`config.mk`:
```
export PLATFORM = sky130hd
export DESIGN_NAME = uart_tx_fifo
export DESIGN_NICKNAME = d
export VERILOG_FILES = /design/src/rtl/uart_fifo_pkg.sv /design/src/rtl/fifo_rr_arb.sv /design/src/rtl/uart_tx_fifo.sv
export SDC_FILE = /design/constraint.sdc
export NUM_CORES = 1
export LEC_CHECK = 0
export CAP_MARGIN = 0
export CORE_MARGIN = 1
export CORE_UTILIZATION = 40
export DETAILED_ROUTE_END_ITERATION = 16
export PLACE_DENSITY = 0.61
export REMOVE_ABC_BUFFERS = 1
export SYNTH_ARGS = -nofsm -noshare
export SYNTH_HDL_FRONTEND = slang
export SYNTH_SLANG_ARGS = --single-unit
```
`constraint.sdc`:
```
create_clock -name clk -period 15.3 [get_ports clk]
set_input_delay 3.06 -clock clk [delete_from_list [all_inputs] [get_ports clk]]
set_output_delay 3.06 -clock clk [all_outputs]
set_load 0.01 [all_outputs]
```
`src/rtl/uart_fifo_pkg.sv`:
```
// rtl/uart_fifo_pkg.sv - shared constants and status word layout for the UART transmit FIFO
package uart_fifo_pkg;

    localparam int DEFAULT_DEPTH = 16;

    // Bit positions in the IO status word read back by the harts
    localparam int STAT_LEVEL_LSB = 0;
    localparam int STAT_LEVEL_W   = 5;
    localparam int STAT_FULL_BIT  = 8;
    localparam int STAT_BUSY_BIT  = 9;
    localparam int STAT_OVF_BIT   = 10;

    typedef struct packed {
        logic       en;
        logic [7:0] data;
    } wr_slot_t;

    function automatic logic [31:0] status_word(
        input logic [STAT_LEVEL_W-1:0] level,
        input logic                    full,
        input logic                    empty,
        input logic                    ovf
    );
        logic [31:0] w;
        w = '0;
        w[STAT_LEVEL_LSB +: STAT_LEVEL_W] = level;
        w[STAT_FULL_BIT] = full;
        w[STAT_BUSY_BIT] = !empty;
        w[STAT_OVF_BIT]  = ovf;
        return w;
    endfunction

endpackage

```
`src/rtl/fifo_rr_arb.sv`:
```
// rtl/fifo_rr_arb.sv - round-robin ordering of the two writers into at most two FIFO slots
module fifo_rr_arb
    import uart_fifo_pkg::*;
(
    input  logic       clk,
    input  logic       reset,
    input  logic       a_wr,
    input  logic [7:0] a_data,
    input  logic       b_wr,
    input  logic [7:0] b_data,
    input  logic       free_ge1,
    input  logic       free_ge2,
    output wr_slot_t   slot0,
    output wr_slot_t   slot1,
    output logic [1:0] push_cnt,
    output logic       drop
);

    logic rr_q;
    logic rr_d;
    logic both;

    assign both = a_wr & b_wr;
    assign rr_d = both ? !rr_q : rr_q;

    always_ff @(posedge clk or posedge reset) begin
        if (reset) begin
            rr_q <= 1'b0;
        end else begin
            rr_q <= rr_d;
        end
    end

    // Capacity is judged on the start-of-cycle level only, so acceptance never depends on out_ready
    always_comb begin
        slot0    = '0;
        slot1    = '0;
        push_cnt = 2'd0;
        drop     = 1'b0;
        if (both) begin
            slot0.data = rr_q ? b_data : a_data;
            slot1.data = rr_q ? a_data : b_data;
            slot0.en   = free_ge1;
            slot1.en   = free_ge2;
            push_cnt   = free_ge2 ? 2'd2 : (free_ge1 ? 2'd1 : 2'd0);
            drop       = !free_ge2;
        end else if (a_wr || b_wr) begin
            slot0.data = a_wr ? a_data : b_data;
            slot0.en   = free_ge1;
            push_cnt   = free_ge1 ? 2'd1 : 2'd0;
            drop       = !free_ge1;
        end
    end

endmodule

```
`src/rtl/uart_tx_fifo.sv`:
```
// rtl/uart_tx_fifo.sv - dual-writer byte FIFO feeding the UART emitter over valid/ready
module uart_tx_fifo
    import uart_fifo_pkg::*;
#(
    parameter  int DEPTH = DEFAULT_DEPTH,
    localparam int AW    = $clog2(DEPTH)
) (
    input  logic          clk,
    input  logic          reset,
    input  logic          a_wr,
    input  logic [7:0]    a_data,
    input  logic          b_wr,
    input  logic [7:0]    b_data,
    output logic [7:0]    out_data,
    output logic          out_valid,
    input  logic          out_ready,
    output logic [AW:0]   level,
    output logic          full,
    output logic          empty,
    output logic          overflow,
    input  logic          ovf_clr
);

    localparam logic [AW:0] DEPTH_L   = (AW+1)'(DEPTH);
    localparam logic [AW:0] DEPTH_M1  = (AW+1)'(DEPTH - 1);

    logic [7:0]    mem_q [DEPTH];
    logic [AW-1:0] wr_ptr_q, wr_ptr_d;
    logic [AW-1:0] rd_ptr_q, rd_ptr_d;
    logic [AW:0]   level_q, level_d;
    logic          ovf_q, ovf_d;

    wr_slot_t      slot0, slot1;
    logic [1:0]    push_cnt;
    logic          drop;
    logic          pop;
    logic          free_ge1, free_ge2;

    assign free_ge1 = level_q < DEPTH_L;
    assign free_ge2 = level_q < DEPTH_M1;

    fifo_rr_arb u_arb (
        .clk      (clk),
        .reset    (reset),
        .a_wr     (a_wr),
        .a_data   (a_data),
        .b_wr     (b_wr),
        .b_data   (b_data),
        .free_ge1 (free_ge1),
        .free_ge2 (free_ge2),
        .slot0    (slot0),
        .slot1    (slot1),
        .push_cnt (push_cnt),
        .drop     (drop)
    );

    assign empty     = level_q == '0;
    assign full      = level_q == DEPTH_L;
    assign out_valid = !empty;
    assign out_data  = mem_q[rd_ptr_q];
    assign level     = level_q;
    assign overflow  = ovf_q;
    assign pop       = out_valid & out_ready;

    always_comb begin
        wr_ptr_d = wr_ptr_q + AW'(push_cnt);
        rd_ptr_d = rd_ptr_q + AW'(pop);
        level_d  = level_q + (AW+1)'(push_cnt) - (AW+1)'(pop);
        // A drop in the same cycle as a clear keeps the flag set
        ovf_d    = drop ? 1'b1 : (ovf_clr ? 1'b0 : ovf_q);
    end

    always_ff @(posedge clk or posedge reset) begin
        if (reset) begin
            wr_ptr_q <= '0;
            rd_ptr_q <= '0;
            level_q  <= '0;
            ovf_q    <= 1'b0;
        end else begin
            wr_ptr_q <= wr_ptr_d;
            rd_ptr_q <= rd_ptr_d;
            level_q  <= level_d;
            ovf_q    <= ovf_d;
        end
    end

    always_ff @(posedge clk or posedge reset) begin
        if (reset) begin
            for (int i = 0; i < DEPTH; i++) begin
                mem_q[i] <= 8'h00;
            end
        end else begin
            if (slot0.en) begin
                mem_q[wr_ptr_q] <= slot0.data;
            end
            if (slot1.en) begin
                mem_q[wr_ptr_q + AW'(1)] <= slot1.data;
            end
        end
    end

endmodule

```
Yosys cells after proc, flatten, opt, wreduce, memory -nomap -nowiden
Index checks and enable logic that the tools add are counted.
- flip-flop bits (word level): 143
- word-level logic and storage cells: 73
- output and inout port bits: 17
- bitwise operators: 5
- add/sub/neg operators: 5
- eq/ne operators: 1
- magnitude comparators: 7
- reductions and logical operators: 9
- multiplexer cells: 25
- operators with widths (cell ; count):
    bitwise mux 128 bit ; 2
    two-way mux 128 bit ; 2
    demux 8 bit (select 4 bit) ; 2
    two-way mux 8 bit ; 7
    binary-select mux 8 bit (select 4 bit) ; 1
    two-way mux 9 bit ; 3
    >= comparator 5 bit (second input constant) ; 3
    inverter 4 -> 5 bit ; 3
    less-than comparator 5 x 1 -> 1 bit (second input constant) ; 2
    two-way mux 2 bit ; 3
    adder 5 x 2 -> 5 bit ; 1
    == test 5 bit (second input constant) ; 1
    zero test 5 bit ; 1
    less-than comparator 5 x 4 -> 1 bit (second input constant) ; 1
    less-than comparator 5 bit (second input constant) ; 1
    two-way mux 1 bit ; 5
    subtractor 5 x 1 -> 5 bit ; 1
    adder 4 x 1 -> 4 bit ; 1
    adder 4 x 1 -> 4 bit (second input constant) ; 1
    adder 4 x 2 -> 4 bit ; 1
    zero test 1 bit ; 4
    bitwise AND 1 bit ; 2
    logical AND 1 bit ; 2
    nonzero test 2 bit ; 1
    logical OR 1 bit ; 1

Logic depth before layout (Yosys ltp)
- depth in word-level cells: 9
- mapped depth: 15

By module
From an unflattened synthesis, not the netlist that was laid out.
- cell total of the unflattened synthesis: 784
- area total of the unflattened synthesis: 8192.9 um^2
- by module, submodules not included (module ; times used ; area an instance (um^2) ; sequential area each (um^2) ; cells an instance):
    uart_tx_fifo ; 1 ; 7843.8 ; 3553.4 ; 744
    fifo_rr_arb ; 1 ; 349.1 ; 25.0 ; 40

Worst setup path after synthesis
OpenSTA, ideal clock, no wires.
- path type: input to register
- start point: input a_wr
- end point: register level_q[4] (netlist: level[4])
- arrival time: 5.166 ns
- setup slack: 10.054 ns
- cell stages on the path: 13
- required time: 15.220 ns
- path buffers: 1
- path through: and2_1 clkbuf_1 and2_1 nor3_1 inv_1 ha_1 inv_1 ha_1 fa_1 a21oi_1 nor2_1 nor2_1 xnor2_1
- longest elaborated chain between the ends: 5
- elaborated cells between the ends (all ways): 6
- RTL lines (element ; line ; text):
    from (decl) ; uart_tx_fifo.sv:10 ; input logic a_wr,
    logical OR 1 bit ; fifo_rr_arb.sv:47 ; end else if (a_wr || b_wr) begin
    two-way mux 2 bit ; fifo_rr_arb.sv:47 ;
    two-way mux 2 bit * ; fifo_rr_arb.sv:40 ; if (both) begin
    adder 5 x 2 -> 5 bit * ; uart_tx_fifo.sv:68 ; level_d = level_q + (AW+1)'(push_cnt) - (AW+1)'(pop);
    subtractor 5 x 1 -> 5 bit * ; uart_tx_fifo.sv:68 ;
    named net level_d[4] ; uart_tx_fifo.sv:30 ; logic [AW:0] level_q, level_d;
    to (signal assigned) ; uart_tx_fifo.sv:82 ; level_q <= level_d;
    to (decl) ; uart_tx_fifo.sv:30 ;
The timed path passes the listed nets; every way through them passes the cells marked *.
A chain may end at the register's enable or synchronous reset.

Worst setup path after layout
- start point: register rd_ptr_q[0]
- end point: output out_data[2]
- longest elaborated chain between the ends: 4
- RTL lines (element ; line ; text):
    from (decl) ; uart_tx_fifo.sv:29 ; logic [AW-1:0] rd_ptr_q, rd_ptr_d;
    from (signal assigned) ; uart_tx_fifo.sv:81 ; rd_ptr_q <= rd_ptr_d;
    inverter 4 -> 5 bit (implied by the code) ; uart_tx_fifo.sv:60 ; assign out_data = mem_q[rd_ptr_q];
    binary-select mux 8 bit (select 4 bit) ; uart_tx_fifo.sv:60 ;
    two-way mux 8 bit (implied by the code) (2 in a row) ; uart_tx_fifo.sv:60 ;
    to (decl) ; uart_tx_fifo.sv:14 ; output logic [7:0] out_data,
Every way passes these cells. The select of a mux whose other input is x is not followed.

==> impl_metrics.ini <==
[setup_path]
arrival_ns = 3.23
crit_path_start_kind = register
worst-path-buf-inv = 2
cp-end-kind = output pin
worstPathRequired_ns = 12.24
crit_type = reg -> out
cp_top_family = buffers and inverters
crit_chain = buf_4 > mux4_2 > nor2b_1 > a211oi_1 > a21oi_1 > clkdlybuf4s50_1
reg2reg_depth = 14
crit_slowest_cell = dfrtp_2
crit_cells = 6
crit_path_max_fanout = 26
critical_path.max_stage_delay_ns = 0.60

[layout]
antenna_cells = 0
final_util_pct = 46.34
fin_nets = 698
fin_area_um2 = 9407
synthToLayoutAreaGrowth_pct = 13.10
drive_gt1_share_pct = 14.67

[synth]
synth_cell_types = 43
synthesis.instances = 649
yosys.area.top_type = dfrtp_1
ys_seq_area_share_pct = 43.03
synth_top_area_share_pct = 43.03
ys_ff_latch = 143
yosys_warnings = 0
synth_area_per_cell_um2 = 12.81
synthTopCellsByArea = dfrtp_1 43%, mux2i_1 32%, mux4_2 7.9%
synth.cell_area_um2 = 8317

[grt]
grt_overflow = 0
grt_usage_pct = 22.42
first_global_vias = 5957
grt_max_degree = 87
grt_pass1_wl_um = 35870
antenna_found_initial = 0

[floorplanning]
die_y_um = 146.2
rows = 52
core-area_um2 = 20300
fp.dieW_um = 146.2
die-area_um2 = 21370
start_util_pct = 40.97
ios = 39

[clock_tree]
cts_buffers = 17
worstSkewPairLatency_ns = 0.42
cts-root-buf = clkbuf_16
cts_tree = built
cts_max_level = 4
cts_hold_buf = 0
clock-sinks = 143
cts_buffer_depth = 2
cts_resized = 0
post_cts_buffers = 0
clk_pin_slew_ns = 0.06

[sta]
drv_slew = 0
tightest_slew_ns = 1.165
timing.fmax_mhz = 159.1
finalHoldViolCount = 0
fin_tns_setup_ns = 0
period_needed_ns = 6.287
worst_clock_skew_ns = 0.01061
maxSlewHeadroom_pct = 22.08
rsz0062_at_grt = false
timing.hold.ws_ns = 0.5630
setup_viol = 0
fin_crit_sh_pct = 41.09

[route]
vias = 5459
drtIter0Drc = 409
first_pass_iters = 4
wl_per_cell_um = 23.99
vias_per_cell = 5.777
drt-total-wl_um = 22670
antenna_left = 0
drc_errors = 0

[hold_path]
hold_depth = 2
hp-class = reg -> reg

[flow_run]
cap_violations = 0

[pwr]
p_total_mw = 1.870
leakage_nw = 3.869
ir_drop_uv = 94.61
power.density_nw_per_um2 = 198.8

[placed_design]
dpl.hpwl_um = 14620
place_congestion = 0.8259
portBuffers = 38
place_area_um2 = 8837

[outcome]
status = completed
-- final cells by class --
class | instances | area, µm²
Clock buffer | 22 | 484.2
Clock inverter | 9 | 85.08
Inverter | 11 | 46.29
Tap cell | 270 | 337.8
Multi-Input combinational cell | 447 | 4456
Fill cell | 1819 | 10890
Timing Repair Buffer | 43 | 417.9
Sequential cell | 143 | 3580
-- per-layer routing --
layer | vias to the layer above | wire [µm] | part of all wire [%] | GRT usage, %
met5 | - | 0 | 0 | 0
met4 | 0 | 351 | 1.5 | 6.458
met3 | 18 | 1151 | 5.1 | 4.313
met2 | 138 | 10870 | 48 | 36.40
met1 | 2871 | 10300 | 45 | 30.51
li1 | 2432 | - | - | -
-- report_power, final --
| group | total [mW] | switching (mW) | internal (mW) |
|---|---|---|---|
| Clock | 0.399 | 0.160 | 0.239 |
| Combinational | 0.792 | 0.402 | 0.391 |
| Sequential | 0.678 | 0.131 | 0.547 |
-- tightest hold or removal path, delay by kind of cell (launching register included) --
kind / cells / cell delay (ns)
flip-flops: 1 / 0.34
multiplexers: 2 / 0.18
-- Yosys cell counts, drive strengths merged --
master and number:
a211oi 3, a21boi 1, a21o 2, a21oi 5, a22oi 5, a32o 8
and2 2, buf 25, clkbuf 23, dfrtp 143, fa 2, ha 11
inv 11, mux2 8, mux2i 262, mux4 29, nand2 18, nand2b 2
nand3 14, nand3b 2, nand4 1, nand4b 1, nand4bb 3, nor2 30
nor2b 6, nor3 1, nor4b 2, o211ai 3, o21ai 2, o21bai 1
o221ai 1, or2 1, or3 8, or4 1, or4b 3, xnor2 4
xor2 5
-- cell usage in the layout, fill, tap and decap left out, types with 5 or more instances in the layout --
master	count
mux2i_1	262
dfrtp_1	142
clkdlybuf4s50_1	38
mux4_2	29
nand2_1	18
clkbuf_16	17
nand3_1	14
nor2_2	13
ha_1	11
inv_1	10
nor2_1	9
mux2_2	8
a32o_1	8
nor2_4	8
or3_1	8
nor2b_1	6
clkinvlp_4	6
a21oi_1	5
xor2_1	5
a22oi_1	5
buf_4	5
-- metrics by stage --
stage               instances  setup slack (ns)
finish                    945             9.013
global route              945             8.886
CTS                       945             8.938
floorplan                 601             8.402
detailed placement        914             9.146
global placement          914             9.280
-- state kept, by name, summed over array words and instances, names as in the netlist --
name,cells
rd_ptr_q,4
overflow,1
u_arb.rr_q,1
level,5
mem_q,128
wr_ptr_q,4
-- cells by family (layout without fill, tap and decap cells) --
group,count (synthesis),after routing,share of synthesized area (%)
compound gates,31,31,2.889
xor+xnor,9,9,0.9477
fa+ha+maj,13,13,2.136
buf+inv,59,85,3.400
flops,143,143,43.03
mux,299,299,40.47
simple gates,95,95,7.131
-- final timing paths --
check / from / to / slack [ns]
worst max-delay path: rd_ptr_q[0] / out_data[2] / 9.01
worst min-delay path: mem_q[23] / mem_q[23] / 0.56
worst max register to register: level[4] / level[4] / 12.18
worst min register to register: mem_q[23] / mem_q[23] / 0.56
max in group asynchronous: reset / rd_ptr_q[0] / 10.81
min in group asynchronous: reset / mem_q[72] / 3.17
No activity file was read; power rests on OpenSTA's default activity.
